<file path="src/rtl/wb_stage.sv">
// Writeback stage feeding the register file.
// Takes one retiring instruction per cycle from MEM. Loads wait for dmem
// read data, which is aligned and extended before it is written back.
// Counts retired instructions and keeps sticky flags for misaligned loads
// and load timeouts.
//
// Ports:
//   clk, rst_n        clock; asynchronous active-low reset
//   in_valid/in_ready handshake from MEM (transfer = in_valid & in_ready)
//   in_waddr, in_we   destination register and its write flag
//   in_result         ALU result (not used for loads)
//   in_load, in_ltype load flag and type (0 LB,1 LBU,2 LH,3 LHU,4 LW)
//   in_addr_lo        load address bits [1:0]
//   dmem_rvalid/rdata load return (one-cycle pulse, little-endian word)
//   waddr/wdata/we    registered regfile write port
//   retire_cnt        wrapping count of retired instructions
//   err_misalign      sticky: misaligned or reserved-type load seen
//   err_timeout       sticky: load dropped after TIMEOUT cycles
module wb_stage #(
  parameter int TIMEOUT = 16,
  parameter int CNT_W   = 32
) (
  input  logic             clk,
  input  logic             rst_n,
  input  logic             in_valid,
  output logic             in_ready,
  input  logic [4:0]       in_waddr,
  input  logic             in_we,
  input  logic [31:0]      in_result,
  input  logic             in_load,
  input  logic [2:0]       in_ltype,
  input  logic [1:0]       in_addr_lo,
  input  logic             dmem_rvalid,
  input  logic [31:0]      dmem_rdata,
  output logic [4:0]       waddr,
  output logic [31:0]      wdata,
  output logic             we,
  output logic [CNT_W-1:0] retire_cnt,
  output logic             err_misalign,
  output logic             err_timeout
);

  localparam int TW = (TIMEOUT > 1) ? $clog2(TIMEOUT) : 1;
  localparam logic [TW-1:0] TMAX = TW'(TIMEOUT - 1);

  typedef enum logic [1:0] {EMPTY, WAIT, WRITE} state_t;

  state_t      state, state_d;
  logic [TW-1:0] timer, timer_d;
  logic [2:0]  ld_type, ld_type_d;
  logic [1:0]  ld_lo, ld_lo_d;
  logic        ld_we, ld_we_d;
  logic [4:0]  waddr_d;
  logic [31:0] wdata_d;
  logic        we_d, mis_d, tmo_d;

  logic        xfer, bad;
  logic [31:0] shifted, aligned;
  logic [7:0]  lbyte;
  logic [15:0] lhalf;

  assign in_ready = (state != WAIT);
  assign xfer     = in_valid & in_ready;

  // Reserved types and halfword/word loads off their natural boundary are
  // rejected at accept; they retire without touching the register file.
  assign bad = (in_ltype > 3'd4)
             | (((in_ltype == 3'd2) | (in_ltype == 3'd3)) & in_addr_lo[0])
             | ((in_ltype == 3'd4) & (in_addr_lo != 2'd0));

  assign shifted = dmem_rdata >> {ld_lo, 3'b000};
  assign lbyte   = shifted[7:0];
  assign lhalf   = ld_lo[1] ? dmem_rdata[31:16] : dmem_rdata[15:0];

  always_comb begin
    case (ld_type)
      3'd0:    aligned = {{24{lbyte[7]}}, lbyte};
      3'd1:    aligned = {24'b0, lbyte};
      3'd2:    aligned = {{16{lhalf[15]}}, lhalf};
      3'd3:    aligned = {16'b0, lhalf};
      default: aligned = dmem_rdata;
    endcase
  end

  // state register
  always_ff @(posedge clk or negedge rst_n) begin
    if (!rst_n) state <= EMPTY;
    else        state <= state_d;
  end

  // next state
  always_comb begin
    state_d = state;
    case (state)
      WAIT: begin
        // rvalid on the expiry cycle still counts as a good return
        if (dmem_rvalid || timer == TMAX) state_d = WRITE;
      end
      default: begin
        if (xfer) state_d = (in_load && !bad) ? WAIT : WRITE;
        else      state_d = EMPTY;
      end
    endcase
  end

  // outputs / datapath next values
  always_comb begin
    we_d      = 1'b0;
    waddr_d   = waddr;
    wdata_d   = wdata;
    timer_d   = timer;
    mis_d     = err_misalign;
    tmo_d     = err_timeout;
    ld_type_d = ld_type;
    ld_lo_d   = ld_lo;
    ld_we_d   = ld_we;
    case (state)
      WAIT: begin
        if (dmem_rvalid) begin
          wdata_d = aligned;
          we_d    = ld_we & (waddr != 5'd0);
        end else if (timer == TMAX) begin
          tmo_d   = 1'b1;
        end else begin
          timer_d = timer + 1'b1;
        end
      end
      default: begin
        if (xfer) begin
          waddr_d   = in_waddr;
          ld_type_d = in_ltype;
          ld_lo_d   = in_addr_lo;
          ld_we_d   = in_we;
          if (!in_load) begin
            wdata_d = in_result;
            we_d    = in_we & (in_waddr != 5'd0);
          end else if (bad) begin
            mis_d   = 1'b1;
          end else begin
            timer_d = '0;
          end
        end
      end
    endcase
  end

  always_ff @(posedge clk or negedge rst_n) begin
    if (!rst_n) begin
      we           <= 1'b0;
      waddr        <= '0;
      wdata        <= '0;
      timer        <= '0;
      err_misalign <= 1'b0;
      err_timeout  <= 1'b0;
      ld_type      <= '0;
      ld_lo        <= '0;
      ld_we        <= 1'b0;
      retire_cnt   <= '0;
    end else begin
      we           <= we_d;
      waddr        <= waddr_d;
      wdata        <= wdata_d;
      timer        <= timer_d;
      err_misalign <= mis_d;
      err_timeout  <= tmo_d;
      ld_type      <= ld_type_d;
      ld_lo        <= ld_lo_d;
      ld_we        <= ld_we_d;
      // every cycle spent in WRITE is one retired instruction
      if (state == WRITE) retire_cnt <= retire_cnt + 1'b1;
    end
  end

endmodule

</file>
<file path="config.mk">
export PLATFORM = sky130hd
export DESIGN_NAME = wb_stage
export DESIGN_NICKNAME = d
export VERILOG_FILES = /design/src/rtl/wb_stage.sv
export SDC_FILE = /design/constraint.sdc
export NUM_CORES = 1
export LEC_CHECK = 0
export BUFFER_PORTS_ARGS = -buffer_cell sky130_fd_sc_hd__buf_2
export CAP_MARGIN = 20
export CELL_PAD_IN_SITES_DETAIL_PLACEMENT = 2
export CELL_PAD_IN_SITES_GLOBAL_PLACEMENT = 2
export CORE_MARGIN = 1.5
export CORE_UTILIZATION = 32
export CTS_CLUSTER_SIZE = 25
export DETAILED_ROUTE_END_ITERATION = 7
export GPL_TIMING_DRIVEN = 0
export PLACE_DENSITY = 0.84
export SLEW_MARGIN = 20
export SYNTH_ARGS = -nofsm -noshare
export SYNTH_HDL_FRONTEND = slang
export SYNTH_SLANG_ARGS = --single-unit
</file>
<file path="constraint.sdc">
create_clock -name clk -period 2.4 [get_ports clk]
set_input_delay 0.48 -clock clk [delete_from_list [all_inputs] [get_ports clk]]
set_output_delay 0.48 -clock clk [all_outputs]
set_load 0.1 [all_outputs]
</file>
# == After elaboration in Yosys (flattened, before gate mapping) ==
# Cells that the tools add are included.
# word_totals
reg_bits,84
inputBits,80
out_inout_bits,73
wordCells,75
# op_classes
addsub,2
order_cmp,1
n_eq_ne,16
shifts,1
n_mux,20
bitwise,10
n_reduce_logical,14
# op_table
op,count
$mux 32,4
$pmux 32 s4,1
$add 32x1->32 const B,1
$shr 32x5->8,1
$mux 4,6
$mux 16,1
$eq 3x2->1 const B,4
$reduce_bool 5->1,2
$mux 2,4
$ne 2x2->1 const B,4
$ne 2x1->1 const B,3
$reduce_and 3->1,2
$reduce_bool 2->1,3
$and 1x1->1,5
$reduce_and 5->1,1
$add 4x1->4 const B,1
$eq 4x4->1 const B,1
$mux 1,4
$reduce_and 4->1,1
$eq 3x1->1 const B,1
$eq 3x3->1 const B,1
$gt 3x3->1 const B,1
$logic_not 3->1,1
$or 1x1->1,3
7 further kinds,8

# == Longest topological paths before layout ==
# Gate-level depths: netlist (run 1).
# logic_depth
ltp_word,10
mapped_depth,6
mapped_depth_nobuf,5

# == Worst setup path before layout (run 1) ==
# OpenSTA, ideal clock, no wires.
# synth_path
path_type,reg2reg
start,reg retire_cnt[0]
end,reg retire_cnt[12]
setup_time_ns,0.158
arrival_ns,2.208
required_ns,2.242
slack_ns,0.034
stages_incl_launch_ff,7
path_buffers,1
synth_period_minus_slack_ns,2.366
cell_sequence,dfrtp_1 ha_1 nand3b_1 nor4_2 buf_2 nand4_1 xnor2_1
# synth_via
elab_chain_len,1
# synth_rtl
item,line,source
start: declaration,38,"output logic [CNT_W-1:0] retire_cnt,"
start signal: assignment,170,if (state == WRITE) retire_cnt <= retire_cnt + 1'b1;
$add 32x1->32,170,
# Every way passes these cells.
# A chain may end at the register's enable or synchronous reset.

# == Worst setup path after layout (run 1) ==
# layout_path
start,reg state[0]
end,out in_ready
# layout_via
elab_chain_len,1
# layout_rtl
item,line,source
start: declaration,48,"state_t state, state_d;"
start signal: assignment,88,else state <= state_d;
$ne 2x1->1,62,assign in_ready = (state != WAIT);
end: declaration,26,"output logic in_ready,"
# Every way passes these cells.

==> results of run 1 <==
-- metal layers --
layer,part of all wire,vias to the layer above,global-route usage,wire length (um)
li1,-,1879,-,-
met1,0.43,2094,0.285,6730
met2,0.49,110,0.386,7650
met3,0.049,26,0.0478,757
met4,0.023,2,0.0889,357
met5,0.00084,-,0,13
-- power breakdown --
group          switching, mW  internal, mW  leakage [nW]  total (mW)
Clock                  0.621         0.833         0.141        1.45
Sequential             0.178          1.62          1.06        1.80
Combinational           1.83         0.421          1.49        2.25
-- placed cells by master, fill, tap and decap left out, types with 9 or more instances in the layout --
cell type,Yosys,final
sky130_fd_sc_hd__a21oi_1,14,14
sky130_fd_sc_hd__nand3_1,32,32
sky130_fd_sc_hd__buf_2,13,162
sky130_fd_sc_hd__mux2i_1,13,13
sky130_fd_sc_hd__nor2_1,23,23
sky130_fd_sc_hd__clkbuf_16,0,9
sky130_fd_sc_hd__nand2_1,53,53
sky130_fd_sc_hd__xnor2_1,26,26
sky130_fd_sc_hd__nand4_1,27,27
sky130_fd_sc_hd__nor3_1,11,11
sky130_fd_sc_hd__dfrtp_1,84,84
sky130_fd_sc_hd__o21ai_0,11,11
sky130_fd_sc_hd__mux2_2,12,12
-- critical path, cell delays in order, from the launching register on --
cell	delay, ns
sky130_fd_sc_hd__dfrtp_1	0.42
sky130_fd_sc_hd__nor2b_2	0.19
sky130_fd_sc_hd__inv_2	0.11
sky130_fd_sc_hd__clkbuf_4	0.31
sky130_fd_sc_hd__buf_4	0.34
-- cell type report --
| cell class | instances | area [um^2] | area share |
|---|---|---|---|
| flip-flops and latches | 84 | 2100 | 0.376 |
| well taps | 176 | 220 | 0.0394 |
| clock buffers | 10 | 239 | 0.0428 |
| repair buffers | 153 | 786 | 0.141 |
| diodes | 1 | 2.50 | 0.000448 |
| clock inverters | 5 | 62.6 | 0.0112 |
| multi-input cells | 314 | 2040 | 0.365 |
| plain buffers | 23 | 116 | 0.0208 |
| inverters | 5 | 18.8 | 0.00336 |
-- through the flow --
stage               hold WS [ns]  instances  area, um^2  setup slack (ns)  utilization
detailed placement         0.458        756        5280            0.0456        0.402
global placement           0.441        755        5260            0.0686        0.400
global route               0.215        771        5590             0.101        0.425
CTS                        0.199        770        5580            0.0590        0.425
floorplan                  0.184        427        4280            0.0340            -
finish                     0.163        771        5590             0.183        0.425
-- worst paths after layout --
| check | to | cells after the start | slack, ns | from |
|---|---|---|---|---|
| max | in_ready | 4 | 0.18 | state[0] |
| min | wdata[5] | 1 | 0.16 | rst_n |
| max reg2reg | wdata[27] | 4 | 0.35 | ld_lo[1] |
| min reg2reg | wdata[7] | 2 | 0.48 | wdata[7] |
| max in group asynchronous | retire_cnt[2] | 2 | 1.61 | rst_n |
| min in group clk | waddr[3] | 2 | 0.37 | in_waddr[3] |
-- timing repair --
item	4_1_cts	5_1_grt
hold buffers	0	0
setup endpoints to repair	1	1
resized for setup	1	1
setup buffers	0	0
-- cell families (layout without fill, tap and decap cells) --
| group | after synthesis | count (layout) |
|---|---|---|
| AO/OA/AOI/OAI | 68 | 68 |
| XOR/XNOR | 33 | 33 |
| adder cells (fa/ha/maj) | 2 | 2 |
| buffers and inverters | 29 | 196 |
| flip-flops | 84 | 84 |
| multiplexers | 26 | 26 |
| other | 0 | 1 |
| AND/OR/NAND/NOR | 185 | 185 |
-- flip-flops by register name, summed over array words and instances (netlist names) --
register,cells
ld_type,3
state,2
ld_we,1
waddr,5
retire_cnt,32
we,1
err_timeout,1
wdata,32
timer,4
err_misalign,1
ld_lo,2
==> impl_metrics.toml, run 1 <==
[run_status]
run_status = "completed"

[synthesis]
post-synth-top-area-fraction = 0.491
mappedNetlistNets = 509
synth_area_in_simple_gates = 0.226
yosysMostFrequentCell = "sky130_fd_sc_hd__dfrtp_1"
synth-xor-area-share = 0.0675
synth_ff_type = "sky130_fd_sc_hd__dfrtp_1"
ffs_w_async_s_r_synth = 1.00
synth_area_leader_cell = "sky130_fd_sc_hd__dfrtp_1"
ys_seq_area_frac = 0.491
synth_compound_area_frac = 0.111
synth_top_cells_by_area = "sky130_fd_sc_hd__dfrtp_1 (49%), sky130_fd_sc_hd__xnor2_1 (5.3%), sky130_fd_sc_hd__nand2_1 (4.6%)"
synthesis.yosys.warnings = 0
fraction_of_the_mapped_netlist_area_in_adder_cells = 0.00585
synth-edff-count = 0
synth_area_per_cell_um2 = 10.0
combinational_family_with_the_most_area_after_synthesis = "simple AND/OR/NAND/NOR gates"
synthCells = 427
post_synth_instance_area_um2 = 4280
synth.area.mux_share = 0.0673
synth_cell_type_count = 51
synth_common_cells = "sky130_fd_sc_hd__dfrtp_1 (84), sky130_fd_sc_hd__nand2_1 (53), sky130_fd_sc_hd__nand3_1 (32), sky130_fd_sc_hd__nand4_1 (27), sky130_fd_sc_hd__xnor2_1 (26)"
number_of_register_bits_inferred_by_synthesis = 84

[clock_network]
cts_max_path_buffers = 2
clk_root_buffer_cell = "sky130_fd_sc_hd__clkbuf_16"
insertion_delay_ns = 0.35
clkSinkCount = 84
htree_num_levels = 3
clkTransAtPathRegs_ns = 0.07
cts_inserted_buffers = 9
clock_tree_from_tritoncts = "built"

[sta]
period_needed_ns = 2.22
finalSetupViolCount = 0
fin_crit_sh = 0.924
slew_violations = 0
totalNegativeSetupSlack_ns = 0
slew-limit-headroom = 0.515
max_freq_ghz = 0.451
worstMarginPinSlew_ns = 0.724
grt_setup_unrepaired = "false"
timing.clock.skew_ns = 0.0106
hold_violations = 0

[drt]
postRouteWirelength_um = 15500
drt_drc_violations_left = 0
number_of_detailed_route_iterations_in_the_first_pass = 4
via_per_inst = 5.33
wl_per_cell_um = 20.1
routed-via-count = 4111
initialDrtViolationCount = 171
ant_nets = 0

[die]
design.die.area_um2 = 14100
coreArea_um2 = 13100
placementRows = 42
fp.dieW_um = 119
floorplan.die.height_um = 119
ioPinCount = 153
floorplan.initialDensity = 0.326

[global_routing]
grt_pass1_vias = 4474
number_of_antenna_violations_at_the_first_check_in_global_routing = 2
global_route_wire_length_before_repair_um = 24800
grt_overflow_total = 0
global_route_total_usage_across_every_layer = 0.228
grt_max_degree = 51

[pwr]
total_power_mw = 5.50
vdd_ir_drop_max_mv = 0.457
total_leakage_power_nw = 2.69
power.density_nw_per_um2 = 984

[setup_path]
criticalPathCategory = "reg -> out"
critPathArrivalTime_ns = 1.74
required_ns = 1.92
startpoint_type_of_the_worst_setup_path = "flip-flop"
worst-path-max-fanout = 19
crit_path_end_kind = "output port"

[finish]
fillers = 1462
layout_cell_share_with_drive_strength_beyond_1 = 0.343
final_nets = 672
area_overhead_of_the_layout_relative_to_synthesis_pct = 30.6

[placed_design]
dp_hpwl_um = 11900
gp_congestion = 0.900
placement.io_buffers = 152

[worst_hold_path]
class_of_the_worst_hold_path = "in -> async"

[run]
maxCapViolCount = 0
Note: power is estimated with default switching activity, not from simulation.
==> inputs of run 2 (changes only) <==
CORE_MARGIN = default   (was 1.5)
==> impl_metrics.toml, run 2 (same netlist as run 1, synthesis figures left out) <==
[drt]
via_per_inst = 5.37
ant_nets = 0
drt_drc_violations_left = 0
postRouteWirelength_um = 16000
routed-via-count = 4126
wl_per_cell_um = 20.8
number_of_detailed_route_iterations_in_the_first_pass = 4
initialDrtViolationCount = 252

[finish]
reg_top3 = "retire_cnt (32), wdata (32), waddr (5)"
mostFrequentLayoutCell = "sky130_fd_sc_hd__buf_2"
multiInputGateArea_um2 = 2040
most-common-layout-cells = "sky130_fd_sc_hd__buf_2 (162), sky130_fd_sc_hd__dfrtp_1 (84), sky130_fd_sc_hd__nand2_1 (53)"
finalCoreUtilization = 0.436
layout_cell_share_with_drive_strength_beyond_1 = 0.343
ff_latch_area_um2 = 2100
design_area_um2 = 5590
final_nets = 672
area_overhead_of_the_layout_relative_to_synthesis_pct = 30.7
fillers = 1443

[global_routing]
number_of_antenna_violations_at_the_first_check_in_global_routing = 3
grt_pass1_vias = 4592
global_route_wire_length_before_repair_um = 25600
grt_overflow_total = 0
grt_max_degree = 50
global_route_total_usage_across_every_layer = 0.238

[sta]
period_needed_ns = 2.23
hold_ws_ns = 0.101
grt_setup_unrepaired = "false"
totalNegativeSetupSlack_ns = 0
hold_violations = 0
max_freq_ghz = 0.449
worstMarginPinSlew_ns = 0.734
timing.clock.skew_ns = 0.00821
fin_crit_sh = 0.928
finalSetupViolCount = 0
slew-limit-headroom = 0.509
slew_violations = 0

[pwr]
total_leakage_power_nw = 2.69
power.density_nw_per_um2 = 980
vdd_ir_drop_max_mv = 0.419

[clock_network]
cts_max_path_buffers = 2
clock_tree_from_tritoncts = "built"
clk_root_buffer_cell = "sky130_fd_sc_hd__clkbuf_16"
clkSinkCount = 84
postCtsSetupBuffers = 0
insertion_delay_ns = 0.35
cts_inserted_buffers = 9
htree_num_levels = 3
hold_fix_buffers_at_cts = 0
clkTransAtPathRegs_ns = 0.07

[setup_path]
critical_path.reg2reg.startpoint = "state[0]"
startpoint_type_of_the_worst_setup_path = "flip-flop"
timing.rr.end = "wdata[26]"
required_ns = 1.92
timing.reg2reg.worst_path_depth = 5
crit_path_end_kind = "output port"
criticalPathCategory = "reg -> out"
cp_slowest_cell = "sky130_fd_sc_hd__dfrtp_1"
cp_num_buf_inv = 3
crit_path_cell_trace = "nor2b_2, inv_2, clkbuf_4, buf_4"
critPathArrivalTime_ns = 1.75
crit_family = "buffers and inverters"
crit_path_max_incr_delay_ns = 0.42
worst-path-max-fanout = 19
setup.reg_to_reg.worst_slack_ns = 0.26

[die]
floorplan.initialDensity = 0.334
ioPinCount = 153
placementRows = 41
fp.dieW_um = 118
floorplan.die.height_um = 118
coreArea_um2 = 12800
design.die.area_um2 = 13800

[worst_hold_path]
class_of_the_worst_hold_path = "in -> async"

[run_status]
run_status = "completed"

[placed_design]
placed_cell_area_um2 = 5290
dp_hpwl_um = 12300
placement.io_buffers = 152
gp_congestion = 0.859

[run]
maxCapViolCount = 0
run 2: worst register-to-register path, stage by stage, from the launching register on:
cell and delay (ns):
sky130_fd_sc_hd__dfrtp_1 0.42, sky130_fd_sc_hd__nor2b_2 0.19, sky130_fd_sc_hd__o31ai_1 0.55, sky130_fd_sc_hd__clkbuf_1 0.57, sky130_fd_sc_hd__nand3_1 0.20, sky130_fd_sc_hd__nand4_1 0.14
run 2: final cells by class:
type,count,area share
Tap cell,172,0.0385
Clock inverter,6,0.0128
Inverter,5,0.00336
Clock buffer,10,0.0409
Multi-Input combinational cell,314,0.365
Sequential cell,84,0.376
Antenna cell,2,0.000895
Timing Repair Buffer,153,0.142
Buffer,23,0.0208
run 2: report_power, final:
part / switching (mW) / total [mW] / internal, mW
logic: 1.83 / 2.25 / 0.421
registers: 0.175 / 1.79 / 1.62
clock network: 0.615 / 1.43 / 0.816
run 2: stage by stage:
step                worst slack [ns]  power (mW)  instances
floorplan                     0.0340        3.55        427
global placement              0.0677        4.01        751
detailed placement          -0.00685        4.08        752
CTS                           0.0423        5.53        767
global route                  0.0773        5.70        769
finish                         0.173        5.48        769
run 2: metal layers:
layer	vias to the layer above	share of wire	wire length, um	track usage
met5	-	0.00062	10	0
met4	2	0.014	222	0.0809
met3	18	0.048	769	0.0499
met2	119	0.51	8200	0.409
met1	2099	0.43	6800	0.295
li1	1888	-	-	-
run 2: worst max path at each step:
stage / endpoint / start / cells past startpoint / slack [ns]
detailed placement: in_ready / state[0] / 5 / -0.007
global route: in_ready / state[0] / 4 / 0.08
floorplan: retire_cnt[12] / retire_cnt[0] / 6 / 0.03
finish: in_ready / state[0] / 4 / 0.17
CTS: in_ready / state[0] / 4 / 0.04
global placement: in_ready / state[0] / 5 / 0.07
run 2: repair_timing:
item	4_1_cts	5_1_grt
resized for setup	1	1
pin swaps	0	0
setup endpoints to repair	1	1
==> inputs of run 3 (changes only) <==
==> constraint.sdc (replaced) <==
create_clock -name clk -period 2.4 [get_ports clk]
set_input_delay 0.12 -clock clk [delete_from_list [all_inputs] [get_ports clk]]
set_output_delay 0.12 -clock clk [all_outputs]
set_load 0.1 [all_outputs]
==> impl_metrics.toml, run 3 (same netlist as run 1, synthesis figures left out) <==
[run_status]
run_status = "completed"

[sta]
fin_crit_sh = 0.898
max_freq_ghz = 0.464
hold_violations = 0
totalNegativeSetupSlack_ns = 0
finalSetupViolCount = 0
worstMarginPinSlew_ns = 0.710
slew_violations = 0
grt_setup_unrepaired = "false"
hold_ws_ns = 0.0152
period_needed_ns = 2.15
timing.clock.skew_ns = 0.00751
slew-limit-headroom = 0.525
final_worst_setup_slack_ns = 0.245

[pwr]
vdd_ir_drop_max_mv = 0.418
total_leakage_power_nw = 2.69
total_power_mw = 5.47
power.density_nw_per_um2 = 977

[global_routing]
grt_overflow_total = 0
global_route_wire_length_before_repair_um = 25600
number_of_antenna_violations_at_the_first_check_in_global_routing = 4
global_route_total_usage_across_every_layer = 0.238
grt_max_degree = 50
grt_pass1_vias = 4599

[finish]
most-common-layout-cells = "sky130_fd_sc_hd__buf_2 (163), sky130_fd_sc_hd__dfrtp_1 (84), sky130_fd_sc_hd__nand2_1 (53)"
ff_latch_area_um2 = 2100
multiInputGateArea_um2 = 2040
final_nets = 673
area_overhead_of_the_layout_relative_to_synthesis_pct = 30.9
fillers = 1447
reg_top3 = "retire_cnt (32), wdata (32), waddr (5)"
layout_cell_share_with_drive_strength_beyond_1 = 0.342
design_area_um2 = 5600
mostFrequentLayoutCell = "sky130_fd_sc_hd__buf_2"

[die]
placementRows = 41
fp.dieW_um = 118
design.die.area_um2 = 13800
ioPinCount = 153
floorplan.die.height_um = 118
coreArea_um2 = 12800
floorplan.initialDensity = 0.334

[run]
maxCapViolCount = 0

[placed_design]
placed_cell_area_um2 = 5290
gp_congestion = 0.859
placement.io_buffers = 152
place_ws_ns = 0.330
dp_hpwl_um = 12300

[clock_network]
htree_num_levels = 3
clk_root_buffer_cell = "sky130_fd_sc_hd__clkbuf_16"
insertion_delay_ns = 0.35
clock_tree_from_tritoncts = "built"
clkSinkCount = 84
cts_inserted_buffers = 9
cts_max_path_buffers = 2
clkTransAtPathRegs_ns = 0.06
postCtsSetupBuffers = 0

[setup_path]
critPathArrivalTime_ns = 2.43
setup.reg_to_reg.worst_slack_ns = 0.25
startpoint_type_of_the_worst_setup_path = "flip-flop"
crit_path_end_kind = "flip-flop"
criticalPathCategory = "reg -> reg"
worst-path-max-fanout = 10
required_ns = 2.68

[drt]
wl_per_cell_um = 20.7
initialDrtViolationCount = 211
via_per_inst = 5.37
number_of_detailed_route_iterations_in_the_first_pass = 4
routed-via-count = 4140
drt_drc_violations_left = 0
postRouteWirelength_um = 15900
ant_nets = 0

[worst_hold_path]
class_of_the_worst_hold_path = "in -> reg"
-- run 3: worst max-delay path, stage by stage (launching register included) --
cell	delay, ns
sky130_fd_sc_hd__dfrtp_1	0.42
sky130_fd_sc_hd__nor2b_2	0.19
sky130_fd_sc_hd__o31ai_1	0.56
sky130_fd_sc_hd__clkbuf_1	0.57
sky130_fd_sc_hd__nand3_1	0.20
sky130_fd_sc_hd__nand4_1	0.14
-- run 3: where the power goes --
| group | switching [mW] | internal (mW) |
|---|---|---|
| registers | 0.175 | 1.62 |
| clock network | 0.607 | 0.816 |
| logic | 1.83 | 0.421 |
-- run 3: layout make-up --
type / instances / area share
plain buffers: 23 / 0.0203
clock buffers: 10 / 0.0409
multi-input cells: 314 / 0.364
diodes: 3 / 0.00134
well taps: 172 / 0.0384
clock inverters: 6 / 0.0127
flip-flops and latches: 84 / 0.375
repair buffers: 154 / 0.143
inverters: 5 / 0.00335
-- run 3: what timing repair did --
| action | in CTS | in global routing |
|---|---|---|
| endpoints found under the hold margin | 35 | 0 |
| gates resized for setup | 1 | 0 |
| cloned | 0 | 0 |
| endpoints found under the setup margin | 1 | 1 |
| hold buffers | 1 | 0 |
-- run 3: path summary, 6_finish.rpt --
| check | startpoint | to | cells past startpoint |
|---|---|---|---|
| worst max-delay path | state[0] | wdata[26] | 5 |
| worst min-delay path | in_waddr[3] | waddr[3] | 2 |
| worst max register to register | state[0] | wdata[26] | 5 |
| worst min register to register | err_timeout | err_timeout | 1 |
| max in group asynchronous | rst_n | ld_type[2] | 3 |
| min in group asynchronous | rst_n | retire_cnt[11] | 2 |
-- run 3: metal layers --
layer / part of all wire / wire length [um] / up-vias / GRT usage
li1: - / - / 1887 / -
met1: 0.43 / 6880 / 2117 / 0.296
met2: 0.51 / 8140 / 110 / 0.409
met3: 0.038 / 611 / 24 / 0.0494
met4: 0.018 / 292 / 2 / 0.0817
met5: 0.00063 / 10 / - / 0
-- run 3: metrics by stage --
step,std cells,util
after floorplan,427,-
after global placement,751,0.410
after detailed placement,752,0.412
after CTS,769,0.436
after global routing,771,0.437
final,771,0.437
